<file path="config.mk">
export PLATFORM = sky130hd
export DESIGN_NAME = tlp_framer_flat
export DESIGN_NICKNAME = d
export VERILOG_FILES = /design/src/rtl/tlp_pkg.sv /design/src/rtl/tlp_framer_if.sv /design/src/rtl/tlp_framer_up_down_counter.sv /design/src/rtl/tlp_framer.sv /design/src/flat_wrapper.sv
export SDC_FILE = /design/constraint.sdc
export NUM_CORES = 1
export LEC_CHECK = 0
export ABC_AREA = 1
export CAP_MARGIN = 20
export CORE_MARGIN = 5
export CORE_UTILIZATION = 58
export CTS_CLUSTER_DIAMETER = 60
export DETAILED_ROUTE_END_ITERATION = 8
export MAX_ROUTING_LAYER = met4
export PLACE_DENSITY = 0.91
export SYNTH_ARGS = -nofsm -noshare
export SYNTH_HDL_FRONTEND = slang
export SYNTH_HIERARCHICAL = 1
export SYNTH_SLANG_ARGS = --single-unit
</file>
<file path="constraint.sdc">
create_clock -name clk -period 3.3 [get_ports clk]
set_input_delay 0.66 -clock clk [delete_from_list [all_inputs] [get_ports clk]]
set_output_delay 0.66 -clock clk [all_outputs]
set_load 0.01 [all_outputs]
</file>
<file path="src/rtl/tlp_pkg.sv">
// Shared symbols, state encoding and sizing helpers for the TLP transmit framer.
package tlp_pkg;

    localparam logic [7:0] STP_SYM  = 8'hFB;
    localparam logic [7:0] END_SYM  = 8'hFD;
    localparam logic [7:0] IDLE_SYM = 8'h00;

    localparam int TLP_PAYLOAD_BYTES = 20;

    typedef enum logic [2:0] {
        ST_IDLE,
        ST_STP,
        ST_PAY,
        ST_CHK,
        ST_END,
        ST_GAP
    } tx_state_e;

    function automatic int cnt_w(input int n);
        return (n > 1) ? $clog2(n) : 1;
    endfunction

endpackage

</file>
<file path="src/rtl/tlp_framer_if.sv">
// TLP source handshake plus the framed symbol stream and status seen by the consumer.
interface tlp_framer_if #(
    parameter int PAYLOAD_BYTES = 20,
    parameter int COUNT_W       = 8
);
    logic                       tlp_valid;
    logic                       tlp_ready;
    logic [8*PAYLOAD_BYTES-1:0] tlp_data;
    logic [7:0]                 data_out;
    logic                       datak;
    logic                       busy;
    logic [COUNT_W-1:0]         tx_count;

    modport master (
        output tlp_valid, tlp_data,
        input  tlp_ready, data_out, datak, busy, tx_count
    );

    modport slave (
        input  tlp_valid, tlp_data,
        output tlp_ready, data_out, datak, busy, tx_count
    );
endinterface

</file>
<file path="src/rtl/tlp_framer_up_down_counter.sv">
// Generic wrapping up/down counter with synchronous clear and active-low sync reset.
module up_down_counter #(
    parameter int W = 8
) (
    input  logic         clk,
    input  logic         reset,
    input  logic         i_clr,
    input  logic         i_up,
    input  logic         i_dn,
    output logic [W-1:0] o_cnt
);
    logic [W-1:0] r_cnt;

    always_ff @(posedge clk) begin
        if (!reset)             r_cnt <= '0;
        else if (i_clr)         r_cnt <= '0;
        else if (i_up && !i_dn) r_cnt <= r_cnt + 1'b1;
        else if (i_dn && !i_up) r_cnt <= r_cnt - 1'b1;
    end

    assign o_cnt = r_cnt;
endmodule

</file>
<file path="src/rtl/tlp_framer.sv">
// Serialises one TLP per handshake as STP, payload (LSB byte first), END; counts completed TLPs.
// Optional TLP_FRAMER_CHKSUM_EN inserts an XOR-of-payload byte between the last payload byte and END.
module tlp_framer
    import tlp_pkg::*;
#(
    parameter int PAYLOAD_BYTES = TLP_PAYLOAD_BYTES,
    parameter int COUNT_W       = 8,
    parameter int MIN_GAP       = 0
) (
    input logic         clk,
    input logic         reset,
    tlp_framer_if.slave bus
);
    localparam int IDX_W = cnt_w(PAYLOAD_BYTES);
    localparam int GAP_W = cnt_w(MIN_GAP);
    localparam logic [IDX_W-1:0] LAST_IDX  = IDX_W'(PAYLOAD_BYTES - 1);
    // The IDLE cycle that follows GAP supplies the final idle symbol, so GAP lasts MIN_GAP-1 cycles.
    localparam logic [GAP_W-1:0] GAP_LAST  = GAP_W'(MIN_GAP - 2);
    localparam logic             END_READY = (MIN_GAP == 0);

    tx_state_e                  r_state;
    logic [7:0]                 r_data;
    logic                       r_k;
    logic                       r_busy;
    logic                       r_ready;
    logic [8*PAYLOAD_BYTES-1:0] r_shift;
    logic [GAP_W-1:0]           r_gap;
`ifdef TLP_FRAMER_CHKSUM_EN
    logic [7:0]                 r_chk;
`endif
    logic                       w_accept;
    logic [IDX_W-1:0]           w_idx;
    logic [COUNT_W-1:0]         w_cnt;

    assign w_accept = bus.tlp_valid && r_ready;

    up_down_counter #(.W(IDX_W)) u_byte_idx (
        .clk(clk), .reset(reset),
        .i_clr(r_state == ST_STP), .i_up(r_state == ST_PAY), .i_dn(1'b0),
        .o_cnt(w_idx)
    );

    up_down_counter #(.W(COUNT_W)) u_tx_count (
        .clk(clk), .reset(reset),
        .i_clr(1'b0), .i_up(r_state == ST_END), .i_dn(1'b0),
        .o_cnt(w_cnt)
    );

    always_ff @(posedge clk) begin
        if (!reset) begin
            r_state <= ST_IDLE;
            r_data  <= IDLE_SYM;
            r_k     <= 1'b0;
            r_busy  <= 1'b0;
            r_ready <= 1'b0;
            r_shift <= '0;
            r_gap   <= '0;
`ifdef TLP_FRAMER_CHKSUM_EN
            r_chk   <= '0;
`endif
        end else if (w_accept) begin
            r_state <= ST_STP;
            r_data  <= STP_SYM;
            r_k     <= 1'b1;
            r_busy  <= 1'b1;
            r_ready <= 1'b0;
            r_shift <= bus.tlp_data;
        end else begin
            case (r_state)
                ST_STP: begin
                    r_state <= ST_PAY;
                    r_data  <= r_shift[7:0];
                    r_k     <= 1'b0;
                    r_shift <= r_shift >> 8;
`ifdef TLP_FRAMER_CHKSUM_EN
                    r_chk   <= r_shift[7:0];
`endif
                end
                ST_PAY: begin
                    if (w_idx == LAST_IDX) begin
`ifdef TLP_FRAMER_CHKSUM_EN
                        r_state <= ST_CHK;
                        r_data  <= r_chk;
`else
                        r_state <= ST_END;
                        r_data  <= END_SYM;
                        r_k     <= 1'b1;
                        r_ready <= END_READY;
`endif
                    end else begin
                        r_data  <= r_shift[7:0];
                        r_shift <= r_shift >> 8;
`ifdef TLP_FRAMER_CHKSUM_EN
                        r_chk   <= r_chk ^ r_shift[7:0];
`endif
                    end
                end
`ifdef TLP_FRAMER_CHKSUM_EN
                ST_CHK: begin
                    r_state <= ST_END;
                    r_data  <= END_SYM;
                    r_k     <= 1'b1;
                    r_ready <= END_READY;
                end
`endif
                ST_END: begin
                    r_data <= IDLE_SYM;
                    r_k    <= 1'b0;
                    r_busy <= 1'b0;
                    if (MIN_GAP > 1) begin
                        r_state <= ST_GAP;
                        r_ready <= 1'b0;
                        r_gap   <= '0;
                    end else begin
                        r_state <= ST_IDLE;
                        r_ready <= 1'b1;
                    end
                end
                ST_GAP: begin
                    if (r_gap == GAP_LAST) begin
                        r_state <= ST_IDLE;
                        r_ready <= 1'b1;
                    end else begin
                        r_gap <= r_gap + 1'b1;
                    end
                end
                default: begin
                    r_state <= ST_IDLE;
                    r_data  <= IDLE_SYM;
                    r_k     <= 1'b0;
                    r_busy  <= 1'b0;
                    r_ready <= 1'b1;
                end
            endcase
        end
    end

    assign bus.tlp_ready = r_ready;
    assign bus.data_out  = r_data;
    assign bus.datak     = r_k;
    assign bus.busy      = r_busy;
    assign bus.tx_count  = w_cnt;
endmodule
</file>
<file path="src/flat_wrapper.sv">
// flat-port wrapper written by rule: the top's interface ports become plain ports
module tlp_framer_flat import tlp_pkg::*;
#(
    parameter int PAYLOAD_BYTES = TLP_PAYLOAD_BYTES,
    parameter int COUNT_W       = 8,
    parameter int MIN_GAP       = 0
)
  (clk, reset, bus_tlp_valid, bus_tlp_data, bus_tlp_ready, bus_data_out, bus_datak, bus_busy, bus_tx_count);
  tlp_framer_if #(.PAYLOAD_BYTES(PAYLOAD_BYTES), .COUNT_W(COUNT_W)) bus_i ();
  input logic clk;
  input logic reset;
  input wire logic [$bits(bus_i.tlp_valid)-1:0] bus_tlp_valid;
  input wire logic [$bits(bus_i.tlp_data)-1:0] bus_tlp_data;
  output wire logic [$bits(bus_i.tlp_ready)-1:0] bus_tlp_ready;
  output wire logic [$bits(bus_i.data_out)-1:0] bus_data_out;
  output wire logic [$bits(bus_i.datak)-1:0] bus_datak;
  output wire logic [$bits(bus_i.busy)-1:0] bus_busy;
  output wire logic [$bits(bus_i.tx_count)-1:0] bus_tx_count;
  assign bus_i.tlp_valid = bus_tlp_valid;
  assign bus_i.tlp_data = bus_tlp_data;
  assign bus_tlp_ready = bus_i.tlp_ready;
  assign bus_data_out = bus_i.data_out;
  assign bus_datak = bus_i.datak;
  assign bus_busy = bus_i.busy;
  assign bus_tx_count = bus_i.tx_count;
  tlp_framer #(.PAYLOAD_BYTES(PAYLOAD_BYTES), .COUNT_W(COUNT_W), .MIN_GAP(MIN_GAP)) u_core (.clk(clk), .reset(reset), .bus(bus_i));
endmodule
</file>
Yosys cells after proc, flatten, opt, wreduce, memory -nomap -nowiden
Cells that the tools add are included.
Widths: inputs -> output; s select.
{"block": "totals", "ff_bits": 188, "elab_cells": 58, "in_bits": 163}
{"block": "op_classes", "n_eq_ne": 12, "muxes": 18, "add_sub_neg": 3, "n_bitwise": 3, "n_reduce_logical": 11}
{"cell": "$mux 160", "count": 2}
{"cell": "$pmux 160 s2", "count": 1}
{"cell": "$pmux 8 s3", "count": 1}
{"cell": "$mux 8", "count": 2}
{"cell": "$reduce_and 2->1", "count": 5}
{"cell": "$pmux 3 s3", "count": 1}
{"cell": "$add 8x1->8 const B", "count": 1}
{"cell": "$mux 1", "count": 7}
{"cell": "$eq 3x3->1 const B", "count": 2}
{"cell": "$mux 3", "count": 2}
{"cell": "$ne 2x1->1 const B", "count": 3}
{"cell": "$add 5x1->5 const B", "count": 1}
{"cell": "$eq 5x5->1 const B", "count": 1}
{"cell": "$reduce_or 2->1", "count": 2}
{"cell": "$eq 3x1->1 const B", "count": 1}
{"cell": "$eq 3x2->1 const B", "count": 1}
{"cell": "$ne 3x1->1 const B", "count": 1}
{"cell": "$ne 3x2->1 const B", "count": 1}
{"cell": "$ne 3x3->1 const B", "count": 1}
{"cell": "$not 1->1", "count": 3}
{"cell": "$pmux 1 s3", "count": 1}
{"cell": "$reduce_and 3->1", "count": 1}
{"cell": "$reduce_bool 3->1", "count": 1}
{"cell": "$reduce_or 3->1", "count": 1}
{"cell": "4 further kinds", "count": 4}

Longest topological paths before layout
{"block": "logic_depth", "ltp_word": 4, "depth_mapped": 13, "mapped_depth_nobuf": 13}

Cells and area by module
The synthesis kept the hierarchy.
{"module": "tlp_framer", "area_per_inst_um2": 9509.1, "seq_area_each_um2": 3483.3, "instances": 1, "cells_per_inst": 1614}
{"module": "up_down_counter at u_core.u_tx_count", "area_per_inst_um2": 676.9, "seq_area_each_um2": 160.2, "instances": 1, "cells_per_inst": 95}
{"module": "up_down_counter at u_core.u_byte_idx", "area_per_inst_um2": 359.1, "seq_area_each_um2": 100.1, "instances": 1, "cells_per_inst": 54}

Worst setup path before layout
Ideal clock, no wire load.
{"block": "synth_timing", "path_type": "flip-flop to flip-flop", "from": "reg u_core.r_state[1]", "to": "reg u_core.u_tx_count.r_cnt[5], in the netlist u_core/u_tx_count/o_cnt[5]", "setup_slack_ps": 1442, "setup_time_ps": 109, "t_arrival_ps": 1749, "stages_incl_launch_ff": 12, "period_less_slack_ps": 1858, "cell_sequence": "dfxtp_1 > nor3_1 > ha_1 > inv_1 > ha_1 > or2_4 > nand3b_2 > nand2_1 > nand2_1 > nand3_1 > nand2_1 > inv_1"}
{"block": "synth_via", "elab_chain_cells": 1}
{"item": "start: declaration", "line_no": "tlp_framer.sv:21", "text": "tx_state_e r_state;"}
{"item": "start signal: assignment", "line_no": "tlp_framer.sv:51", "text": "r_state <= ST_IDLE;"}
{"item": "start signal: assignment", "line_no": "tlp_framer.sv:62", "text": "r_state <= ST_STP;"}
{"item": "start signal: assignment", "line_no": "tlp_framer.sv:71", "text": "r_state <= ST_PAY;"}
{"item": "$eq 3x3->1", "line_no": "tlp_framer.sv:45", "text": ".i_clr(1'b0), .i_up(r_state == ST_END), .i_dn(1'b0),"}
{"item": "end signal: assignment", "line_no": "tlp_framer_up_down_counter.sv:17", "text": "else if (i_up && !i_dn) r_cnt <= r_cnt + 1'b1;"}
{"item": "end signal: assignment", "line_no": "tlp_framer_up_down_counter.sv:18", "text": "else if (i_dn && !i_up) r_cnt <= r_cnt - 1'b1;"}
{"item": "end: declaration", "line_no": "tlp_framer_up_down_counter.sv:12", "text": "logic [W-1:0] r_cnt;"}
No other way between the ends.
A chain may end at the register's enable or synchronous reset.

Worst setup path after layout
{"block": "layout_timing", "from": "in bus_tlp_valid", "to": "reg u_core.r_shift[6]"}
{"block": "layout_via", "elab_chain_cells": 3, "elab_cells_between_ends": 5, "classes_between": "eq/ne (1); mux (1); reduce/logical (3)"}
{"item": "start: declaration", "line_no": "flat_wrapper.sv:12", "text": "input wire logic [$bits(bus_i.tlp_valid)-1:0] bus_tlp_valid;"}
{"item": "$logic_and 1x1->1 *", "line_no": "tlp_framer.sv:35", "text": "assign w_accept = bus.tlp_valid && r_ready;"}
{"item": "$ne 3x2->1 (no line) or $reduce_bool 3->1 (tied branches)"}
{"item": "$reduce_and 2->1 (no line)"}
{"item": "end signal: assignment", "line_no": "tlp_framer.sv:67", "text": "r_shift <= bus.tlp_data;"}
{"item": "end signal: assignment", "line_no": "tlp_framer.sv:74", "text": "r_shift <= r_shift >> 8;"}
{"item": "end signal: assignment", "line_no": "tlp_framer.sv:92", "text": "r_shift <= r_shift >> 8;"}
{"item": "end: declaration", "line_no": "tlp_framer.sv:26", "text": "logic [8*PAYLOAD_BYTES-1:0] r_shift;"}
Mark *: on every way between the ends. The rest lies on a longest branch, timed or not.

==> out/metrics.cfg <==
[routing]
via_per_inst = 5.08
drc = 0
detail_route.iter0.violations = 794
firstDrtPassIters = 5
ant_nets = 0
routed_wl_um = 26600
route.vias.total = 10700
post_drt_wl_per_cell_um = 12.6

[die]
io_pins = 182
die_area_mm2 = 0.0210
fp.dieH_um = 145
fp-row-count = 49
core_mm2 = 0.0179
die_x_um = 145
start_util = 0.589

[finish]
syn2layout_area_growth_pct = 21.3
layoutNonFillerInstCount = 2103
final_area_mm2 = 0.0128
nets = 2036
final_util = 0.714
drive_gt1_frac = 0.0352

[worst_setup_path]
startpoint_type = input port
r2r_start = u_core/r_state[2]$_SDFFE_PP0P_
reg2reg_slack_ps = 1220
reg2regPathDepth = 13
r2r_end = u_core/u_tx_count/o_cnt[7]$_SDFFE_PP0P_
end_kind = register
path_class = input port to register
cp.required_ps = 3620
critical_path_arrival_ps = 2710
critPathLaunch = bus_tlp_valid
crit_path_max_fanout = 62
crit_end = u_core/r_shift[6]$_SDFFE_PN0P_

[timing]
finalWorstSetupSlack_ps = 907
slew_headroom = 0.480
period_share = 0.725
final_hold_viol_count = 0
tightest_slew_ps = 781
fmax_mhz = 418
skew_ps = 9.26
setup_violations = 0
period_needed_ps = 2390
holdWs_ps = 448
fin_setup_tns_ps = 0
slew_viol_final = 0
rsz0062_at_grt = no

[placed_design]
dpl_worst_slack_ps = 554
post-place-cells = 2070
finalWeightedCongestion = 0.906
place_area_mm2 = 0.0122
dp.final_hpwl_um = 17400
io_buffer_count = 181

[logic_synthesis]
async_reset_ff_frac = 0
ys.flop_type = dfxtp_1
synth_top_cell_by_area = dfxtp_1
synth_warnings = 6
synth_top_cells_by_area = dfxtp_1, nand2_1, a21oi_1
ys_seq_elements = 187
synth-edff-count = 0
synthCells = 1763
yosysSeqAreaShare = 0.355
avgSynthCellArea_um2 = 5.98
ys_types = 32
synth_area_mm2 = 0.0105
synth_top_area_share = 0.355

[pwr]
power_mw = 6.05
power_frac_seq = 0.436
clkPwrFrac = 0.319
p_sw_frac = 0.304
p_int_mw = 4.21
switching_power_mw = 1.84
power_leakage_nw = 6.25
p_per_area_mw_per_mm2 = 473
combPwrFrac = 0.245
ir_drop_uv = 403

[cts]
ctsHoldBuffers = 0
cts_root_buf = clkbuf_16
cts.sinks = 187
cts.repair.resized = 0
clk_pin_slew_ps = 70
ctsLongestPathBuffers = 2
cts_tree = done
cts_buffers = 17
clock_latency_ps = 430
htree_levels = 4
cts_setup_buffers = 0

[global_route]
grt.total_usage = 0.254
grt_pass1_wl_um = 42600
grt_max_degree = 156
grt-ovfl-total = 0
antenna_found_initial = 1
grt_pass1_vias = 9310

[status]
outcome = finished clean

[job]
cap_violations = 0

[hold_path]
hp-class = register to register

-- power by group through the flow --
stage / registers, mW / logic, mW / clock network, mW
2_1_floorplan: 2.65 / 1.06 / 0
3_3_place_gp: 2.67 / 1.43 / 0
3_5_place_dp: 2.68 / 1.47 / 0
4_1_cts: 2.63 / 1.48 / 1.96
5_1_grt: 2.66 / 1.69 / 2.06
6_report: 2.64 / 1.48 / 1.93
-- cell usage in the layout (no fill, tap or decap), types with 2 or more instances in the layout --
| cell type | instances |
|---|---|
| nand3b_1 | 2 |
| conb_1 | 3 |
| o21ai_0 | 8 |
| buf_4 | 8 |
| or2_4 | 2 |
| o211ai_1 | 2 |
| clkinvlp_4 | 5 |
| inv_1 | 189 |
| buf_12 | 7 |
| xor2_1 | 4 |
| ha_1 | 11 |
| clkinv_2 | 5 |
| clkbuf_16 | 17 |
| inv_2 | 4 |
| a21oi_1 | 172 |
| clkdlybuf4s50_1 | 180 |
| or2_1 | 2 |
| nor2_1 | 184 |
| dfxtp_1 | 187 |
| nand3_1 | 166 |
| fa_1 | 2 |
| nand3_2 | 3 |
| clkinv_4 | 3 |
| nand2_1 | 692 |
-- critical path: stages --
cell and delay (ps):
clkdlybuf4s50_1 510, nand2_4 210, inv_4 140, nor2_2 80
nand2_8 200, buf_4 530, nand3_1 190, nand2_1 120
nor2_1 50
-- kinds of logic after synthesis --
logic type	share of synthesized area
other	0.000356
adders and majority gates	0.0168
xor gates and xnor gates	0.00486
buffers and inverters	0.130
AOI/OAI and AO/OA	0.0889
and+or+nand+nor	0.404
DFF	0.355
-- layer usage --
metal	vias up	routed length [um]	GRT usage
met2	335	12400	0.392
met5	-	0	-
met3	64	1730	0.0384
met1	4699	11700	0.337
met4	0	751	0.0972
li1	5586	-	-
-- registers in the layout, summed over array words and instances (netlist names) --
name and cells:
u_core/bus.busy 1, u_core/bus.data_out 8, u_core/bus.datak 1, u_core/bus.tlp_ready 1, u_core/r_shift 160, u_core/r_state 3
u_core/u_byte_idx/o_cnt 5, u_core/u_tx_count/o_cnt 8
-- final cells by class --
type	instances	area [um^2]
fill	1543	5110
inverter	194	731
clock buffer	17	425
tap	229	287
antenna	1	2.50
clock inverter	15	128
multi-input combinational	1265	5470
sequential	187	3740
timing repair buffer	195	2000
-- cells in the mapped netlist (3+ instances only) --
cell and instances:
clkbuf_1 35, xor2_1 4, buf_6 10, a21oi_1 172, buf_4 7, inv_2 5
dfxtp_1 187, ha_1 11, nand3_1 166, nand3_2 4, buf_1 3, nand2_1 692
buf_2 63, o21ai_0 8, inv_1 189, nand2_2 3, nor2_1 184
-- worst min-delay path by stage --
| stage | from | end | slack, ps | depth (start not counted) |
|---|---|---|---|---|
| 2_1_floorplan | u_core/r_shift[152]$_SDFFE_PN0P_ | u_core/r_shift[152]$_SDFFE_PN0P_ | 420 | 2 |
| 3_3_place_gp | u_core/r_shift[159]$_SDFFE_PN0P_ | u_core/r_shift[159]$_SDFFE_PN0P_ | 430 | 2 |
| 3_5_place_dp | u_core/r_shift[152]$_SDFFE_PN0P_ | u_core/r_shift[152]$_SDFFE_PN0P_ | 430 | 2 |
| 4_1_cts | u_core/r_shift[152]$_SDFFE_PN0P_ | u_core/r_shift[152]$_SDFFE_PN0P_ | 450 | 2 |
| 5_1_grt | u_core/r_shift[156]$_SDFFE_PN0P_ | u_core/r_shift[156]$_SDFFE_PN0P_ | 470 | 2 |
| 6_report | u_core/r_shift[152]$_SDFFE_PN0P_ | u_core/r_shift[152]$_SDFFE_PN0P_ | 450 | 2 |
Note: power is estimated with default switching activity, not from simulation.
